## src/rtl/cluster_bus_ar_arbiter.sv

```systemverilog
// Round-robin AR arbiter with per-requester outstanding limits and ID-prefix R routing.
// Optional grant statistics are enabled by defining CLUSTER_BUS_AR_ARB_STATS_EN.
module cluster_bus_ar_arbiter #(
  parameter int NB_REQ       = 4,
  parameter int ADDR_WIDTH   = 32,
  parameter int DATA_WIDTH   = 64,
  parameter int ID_IN_WIDTH  = 4,
  parameter int ID_OUT_WIDTH = ID_IN_WIDTH + $clog2(NB_REQ),
  parameter int MAX_OUTSTND  = 8
) (
  input  logic                         clk_i,
  input  logic                         rst_i,
  input  logic [NB_REQ-1:0]            req_ar_valid_i,
  output logic [NB_REQ-1:0]            req_ar_ready_o,
  input  logic [NB_REQ*ADDR_WIDTH-1:0] req_ar_addr_i,
  input  logic [NB_REQ*ID_IN_WIDTH-1:0] req_ar_id_i,
  input  logic [NB_REQ*8-1:0]          req_ar_len_i,
  output logic                         mst_ar_valid_o,
  input  logic                         mst_ar_ready_i,
  output logic [ADDR_WIDTH-1:0]        mst_ar_addr_o,
  output logic [ID_OUT_WIDTH-1:0]      mst_ar_id_o,
  output logic [7:0]                   mst_ar_len_o,
  input  logic                         mst_r_valid_i,
  output logic                         mst_r_ready_o,
  input  logic [ID_OUT_WIDTH-1:0]      mst_r_id_i,
  input  logic [DATA_WIDTH-1:0]        mst_r_data_i,
  input  logic [1:0]                   mst_r_resp_i,
  input  logic                         mst_r_last_i,
  output logic [NB_REQ-1:0]            req_r_valid_o,
  input  logic [NB_REQ-1:0]            req_r_ready_i,
  output logic [ID_IN_WIDTH-1:0]       req_r_id_o,
  output logic [DATA_WIDTH-1:0]        req_r_data_o,
  output logic [1:0]                   req_r_resp_o,
  output logic                         req_r_last_o,
  output logic                         err_o
`ifdef CLUSTER_BUS_AR_ARB_STATS_EN
  ,
  output logic [NB_REQ*16-1:0]         grant_cnt_o
`endif
);

  localparam int IDX_W = $clog2(NB_REQ);
  localparam int PFX_W = ID_OUT_WIDTH - ID_IN_WIDTH;
  localparam int CNT_W = $clog2(MAX_OUTSTND + 1);

  generate
    if (ID_OUT_WIDTH < ID_IN_WIDTH + $clog2(NB_REQ)) begin : g_id_width_check
      $error("ID_OUT_WIDTH too small to hold the requester prefix");
    end
  endgenerate

  typedef enum logic {IDLE, BUSY} state_t;

  state_t                 state, state_next;
  logic [IDX_W-1:0]       ptr;
  logic [IDX_W-1:0]       winner, win_hi, win_lo;
  logic                   found_hi, found_lo;
  logic                   grant_valid, grant_fire;
  logic [NB_REQ-1:0]      eligible;
  logic [CNT_W-1:0]       cnt [NB_REQ];
  logic [ADDR_WIDTH-1:0]  sel_addr;
  logic [ID_IN_WIDTH-1:0] sel_id;
  logic [7:0]             sel_len;
  logic [PFX_W-1:0]       r_idx;
  logic                   r_in_range, r_last_fire, underflow;
  logic [NB_REQ-1:0]      inc_vec, dec_vec;

  always_comb begin
    eligible = '0;
    for (int k = 0; k < NB_REQ; k++) begin
      eligible[k] = req_ar_valid_i[k] && (cnt[k] < CNT_W'(MAX_OUTSTND));
    end
  end

  // Round-robin search split in two passes: from ptr upward, then wrapping from 0.
  always_comb begin
    found_hi = 1'b0;
    found_lo = 1'b0;
    win_hi   = '0;
    win_lo   = '0;
    for (int k = 0; k < NB_REQ; k++) begin
      if (!found_hi && eligible[k] && (IDX_W'(k) >= ptr)) begin
        found_hi = 1'b1;
        win_hi   = IDX_W'(k);
      end
      if (!found_lo && eligible[k]) begin
        found_lo = 1'b1;
        win_lo   = IDX_W'(k);
      end
    end
    grant_valid = found_hi || found_lo;
    winner      = found_hi ? win_hi : win_lo;
  end

  always_comb begin
    sel_addr = '0;
    sel_id   = '0;
    sel_len  = '0;
    for (int k = 0; k < NB_REQ; k++) begin
      if (winner == IDX_W'(k)) begin
        sel_addr = req_ar_addr_i[k*ADDR_WIDTH +: ADDR_WIDTH];
        sel_id   = req_ar_id_i[k*ID_IN_WIDTH +: ID_IN_WIDTH];
        sel_len  = req_ar_len_i[k*8 +: 8];
      end
    end
  end

  always_comb begin
    state_next     = state;
    req_ar_ready_o = '0;
    grant_fire     = 1'b0;
    case (state)
      IDLE: begin
        if (grant_valid) begin
          grant_fire = 1'b1;
          state_next = BUSY;
          for (int k = 0; k < NB_REQ; k++) begin
            req_ar_ready_o[k] = (winner == IDX_W'(k));
          end
        end
      end
      BUSY: begin
        if (mst_ar_ready_i) begin
          state_next = IDLE;
        end
      end
      default: state_next = IDLE;
    endcase
  end

  // Beats whose prefix names no requester are accepted and discarded.
  always_comb begin
    r_idx         = mst_r_id_i[ID_OUT_WIDTH-1:ID_IN_WIDTH];
    r_in_range    = 1'b0;
    req_r_valid_o = '0;
    mst_r_ready_o = 1'b1;
    for (int k = 0; k < NB_REQ; k++) begin
      if (r_idx == PFX_W'(k)) begin
        r_in_range       = 1'b1;
        req_r_valid_o[k] = mst_r_valid_i;
        mst_r_ready_o    = req_r_ready_i[k];
      end
    end
    r_last_fire = mst_r_valid_i && mst_r_ready_o && mst_r_last_i;
  end

  assign req_r_id_o   = mst_r_id_i[ID_IN_WIDTH-1:0];
  assign req_r_data_o = mst_r_data_i;
  assign req_r_resp_o = mst_r_resp_i;
  assign req_r_last_o = mst_r_last_i;

  always_comb begin
    inc_vec   = '0;
    dec_vec   = '0;
    underflow = 1'b0;
    for (int k = 0; k < NB_REQ; k++) begin
      inc_vec[k] = grant_fire && (winner == IDX_W'(k));
      dec_vec[k] = r_last_fire && r_in_range && (r_idx == PFX_W'(k));
      if (dec_vec[k] && (cnt[k] == '0)) begin
        underflow = 1'b1;
      end
    end
  end

  always_ff @(posedge clk_i) begin
    if (rst_i) begin
      state          <= IDLE;
      ptr            <= '0;
      mst_ar_valid_o <= 1'b0;
      mst_ar_addr_o  <= '0;
      mst_ar_id_o    <= '0;
      mst_ar_len_o   <= '0;
      err_o          <= 1'b0;
      for (int k = 0; k < NB_REQ; k++) begin
        cnt[k] <= '0;
      end
    end else begin
      state <= state_next;
      if (grant_fire) begin
        mst_ar_valid_o <= 1'b1;
        mst_ar_addr_o  <= sel_addr;
        mst_ar_id_o    <= {PFX_W'(winner), sel_id};
        mst_ar_len_o   <= sel_len;
        ptr            <= (winner == IDX_W'(NB_REQ - 1)) ? '0 : winner + 1'b1;
      end else if ((state == BUSY) && mst_ar_ready_i) begin
        mst_ar_valid_o <= 1'b0;
      end
      for (int k = 0; k < NB_REQ; k++) begin
        if (inc_vec[k] && !dec_vec[k]) begin
          cnt[k] <= cnt[k] + 1'b1;
        end else if (dec_vec[k] && !inc_vec[k] && (cnt[k] != '0)) begin
          cnt[k] <= cnt[k] - 1'b1;
        end
      end
      if ((mst_r_valid_i && !r_in_range) || underflow) begin
        err_o <= 1'b1;
      end
    end
  end

`ifdef CLUSTER_BUS_AR_ARB_STATS_EN
  logic [15:0] grant_cnt [NB_REQ];

  always_ff @(posedge clk_i) begin
    if (rst_i) begin
      for (int k = 0; k < NB_REQ; k++) begin
        grant_cnt[k] <= '0;
      end
    end else begin
      for (int k = 0; k < NB_REQ; k++) begin
        if (inc_vec[k] && (grant_cnt[k] != 16'hFFFF)) begin
          grant_cnt[k] <= grant_cnt[k] + 16'd1;
        end
      end
    end
  end

  for (genvar g = 0; g < NB_REQ; g++) begin : g_stats
    assign grant_cnt_o[g*16 +: 16] = grant_cnt[g];
  end
`endif

endmodule

```

## config.mk

```make
export PLATFORM = sky130hd
export DESIGN_NAME = cluster_bus_ar_arbiter
export DESIGN_NICKNAME = d
export VERILOG_FILES = /design/src/rtl/cluster_bus_ar_arbiter.sv
export SDC_FILE = /design/constraint.sdc
export NUM_CORES = 1
export LEC_CHECK = 0
export CAP_MARGIN = 20
export CORE_AREA = 2 2 151 153
export CTS_BUF_LIST = sky130_fd_sc_hd__clkbuf_4
export DETAILED_ROUTE_END_ITERATION = 8
export DIE_AREA = 0 0 153 155
export SLEW_MARGIN = 30
export SYNTH_ARGS = -nofsm -noshare
export SYNTH_HDL_FRONTEND = slang
export SYNTH_SLANG_ARGS = --single-unit
```

## constraint.sdc

```tcl
create_clock -name clk_i -period 3.4 [get_ports clk_i]
set_input_delay 0.68 -clock clk_i [delete_from_list [all_inputs] [get_ports clk_i]]
set_output_delay 0.68 -clock clk_i [all_outputs]
set_load 0.005 [all_outputs]
```

==> key figures <==
Status
  • Status: finished clean

Worst hold path
  • Hold Crit Start: mst_ar_id_o[5]$_SDFFE_PP0N_
  • Type of the worst min-delay path: register to register

STA
  • Fin crit period: 3260 ps
  • Fin crit share: 95.9%
  • Slew at the pin closest to its max-slew limit: 757 ps
  • RSZ-0062 raised after global routing: true
  • Max Fclk: 307 MHz
  • Setup violations, final: 0
  • Worst Hold Margin: 472 ps
  • Clock skew: 17.8 ps
  • Final Hold Fails: 0
  • Pins Over Slew Limit: 0
  • Worst slew margin: 49.5%

Clock tree
  • CTS sink count: 67
  • CTS H-tree depth: 3
  • CTS Buffer Depth: 2
  • Root Driver: clkbuf_4
  • CTS Hold Bufs: 0
  • CTS tree: yes
  • TritonCTS buffer count: 9
  • Worst-path clk slew: 120 ps
  • Clock Latency Late Sink: 440 ps

Synthesis
  • Synth Net Count: 934
  • Warnings from Yosys: 0
  • Syn avg cell area: 8.16 um2
  • Async SR Flop Fraction: 0%
  • Post-synth EDFFs: 16
  • Post-synthesis register bit count: 67
  • Synthesized area: 5370 um2
  • Distinct cells, synth: 52
  • Cell count after synthesis: 658
  • Seq/Total Area, Yosys: 28.0%
  • Synth Flop Type: dfxtp_1

Placement
  • Placed inst area: 7740 um2
  • Cells after DPL: 1100
  • PortBufs: 248
  • GP Congestion: 0.790
  • HPWL Detailed: 12.9 mm

Floorplanning
  • Overall die area: 23700 um2
  • FP Rows: 55
  • IO Pins: 389
  • Initial Util: 24.2%
  • Die X: 153 um
  • CORE AREA: 22200 um2
  • Chip height: 155 um

Drt
  • TritonRoute pass-1 iters: 4
  • Routed wire length: 18.2 mm
  • WL/cell: 16.2 um
  • Vias: 5343
  • Vias per inst: 4.76
  • DRC viols: 0
  • DRT iter0 DRCs: 218
  • Antenna Nets Post-Route: 0

Critical path
  • Crit-path max cell delay: 480 ps
  • Worst setup SP type: primary input
  • CP required: 2720 ps
  • R2R Path Start: cnt[2][3]$_SDFFCE_PN0P_
  • CP max stage cell: clkdlybuf4s50_1
  • Crit path launch: req_ar_valid_i[1]
  • Critical path cell sequence: clkdlybuf4s50_1 > nor2b_4 > a211oi_2 > o31ai_1 > buf_4 > buf_4 > inv_1 > ha_2 > nor2b_2 > o41ai_4 > inv_1 > clkbuf_2
  • Critical Path AT: 2580 ps
  • CP Max Fanout: 4
  • Setup CP Type: primary input to primary output
  • Crit end category: primary output

GRT
  • Largest net degree at the start of global routing: 92
  • Global-route wire length before repair: 27.8 mm
  • GRT Residual Overflow: 0
  • Initial antenna violation count: 1
  • Global-route usage over all layers: 14.8%
  • Vias in the first global route: 5261

Pwr
  • Max IR drop VDD: 0.162 mV
  • P_leak: 3.07 nW
  • Power per cell area: 431 nW/um2

Cells and area
  • Fraction of layout cells with a size suffix above 1: 10.7%
  • Post-layout instance area: 8020 um2
  • Area growth, synth to finish: 49.3%
  • Area occupied by multi-input gates: 3090 um2
  • # nets final: 1106
  • Fillers: 2322
  • Seq. cell area: 1500 um2
  • Fin util: 36.1%
  • Fin cells: 1123

Flow run
  • Max Cap Viol: 0
[state kept, by name, summed over array words and instances (netlist names)]
register,count
mst_ar_id_o,6
mst_ar_valid_o,1
state,1
err_o,1
cnt,16
mst_ar_addr_o,32
mst_ar_len_o,8
ptr,2
[power by group]
group | internal (mW) | total (mW) | switching, mW
registers | 0.963 | 1.06 | 0.0958
clock network | 0.313 | 0.631 | 0.318
logic | 0.956 | 1.76 | 0.808
[worst paths after layout]
check | slack [ps] | end | cells after the start
max | 140 | req_ar_ready_o[2] | 12
max reg2reg | 330 | cnt[2][3]$_SDFFCE_PN0P_ | 16
min | 470 | mst_ar_id_o[5]$_SDFFE_PP0N_ | 2
min reg2reg | 470 | mst_ar_id_o[5]$_SDFFE_PP0N_ | 2
[cells in the mapped netlist (4+ instances only)]
master	instances	area [um2]
nor2b_1	100	626
buf_4	71	533
nor3_1	56	280
nand2_1	53	199
dfxtp_1	51	1020
nor2_1	49	184
a221oi_1	44	385
o311a_1	44	440
clkbuf_1	38	143
inv_1	20	75.1
edfxtp_1	16	480
ha_1	12	150
buf_2	10	50.1
a21oi_1	8	40.0
buf_6	7	78.8
mux2i_1	6	60.1
nand3_1	5	25.0
nor4_1	5	31.3
nand2b_1	4	25.0
o41ai_2	4	65.1
xnor2_1	4	35.0
xor2_1	4	35.0
[placed cells by master, fill, tap and decap left out, types with 3 or more instances in the layout]
cell type	instances
nor2_1	49
a211oi_2	3
inv_1	18
nor3_1	56
a21oi_1	7
diode_2	3
nor2b_4	3
clkdlybuf4s50_1	242
nor2b_1	94
nor4_1	5
edfxtp_1	16
a221oi_1	44
nand4b_1	3
clkbuf_4	11
nand3_1	5
nor2b_2	3
or3_1	3
buf_12	3
xor2_1	4
xnor2_1	4
buf_4	38
ha_1	8
a21o_1	3
nand2b_1	4
mux2i_1	6
or2_2	3
nand2_1	53
fa_1	3
o311a_1	44
dfxtp_1	51
[critical path, delay by kind of cell]
family | cells | cell delay, ps
AOI/OAI and AO/OA | 3 | 390
and+or+nand+nor | 2 | 340
adders and majority gates | 1 | 170
buffers and inverters | 6 | 990
[kinds of logic (layout without fill, tap and decap cells)]
family	Yosys count	after routing	synth area share, %
buf+inv	149	326	16.6
flops	67	67	28.0
other cells	0	3	0
mux	8	8	1.75
fa+ha+maj	15	15	3.92
simple gates	287	287	27.5
compound gates	124	124	21.0
xor+xnor	8	8	1.30
[per-stage QoR]
stage | TNS [ps] | power (mW) | setup slack, ps
global placement | -2210 | 2.81 | -293
floorplan | 0 | 2.09 | 0.590
CTS | -95.8 | 3.50 | -95.8
finish | 0 | 3.45 | 139
detailed placement | -2540 | 2.82 | -300
global route | -7.65 | 3.72 | -6.17
[timing repair]
item | CTS | global route
pin swaps | 3 | 4
gates resized for setup | 14 | 14
setup endpoints to repair | 4 | 3
setup buffers | 1 | 3
[layout make-up]
class | instances | area share [%]
multi-input cells | 442 | 38.6
repair buffers | 289 | 35.2
flip-flops and latches | 67 | 18.7
well taps | 285 | 4.45
clock buffers | 11 | 1.03
inverters | 21 | 0.983
clock inverters | 5 | 0.968
diodes | 3 | 0.0937
[metal layers]
metal / vias to the layer above / share of wire, % / global-route usage [%]
li1: 2634 / - / -
met1: 2487 / 41 / 17.2
met2: 197 / 49 / 25.6
met3: 25 / 7.3 / 4.26
met4: 0 / 2.1 / 5.95
met5: - / 0 / 0
Note: power is estimated with default switching activity, not from simulation.
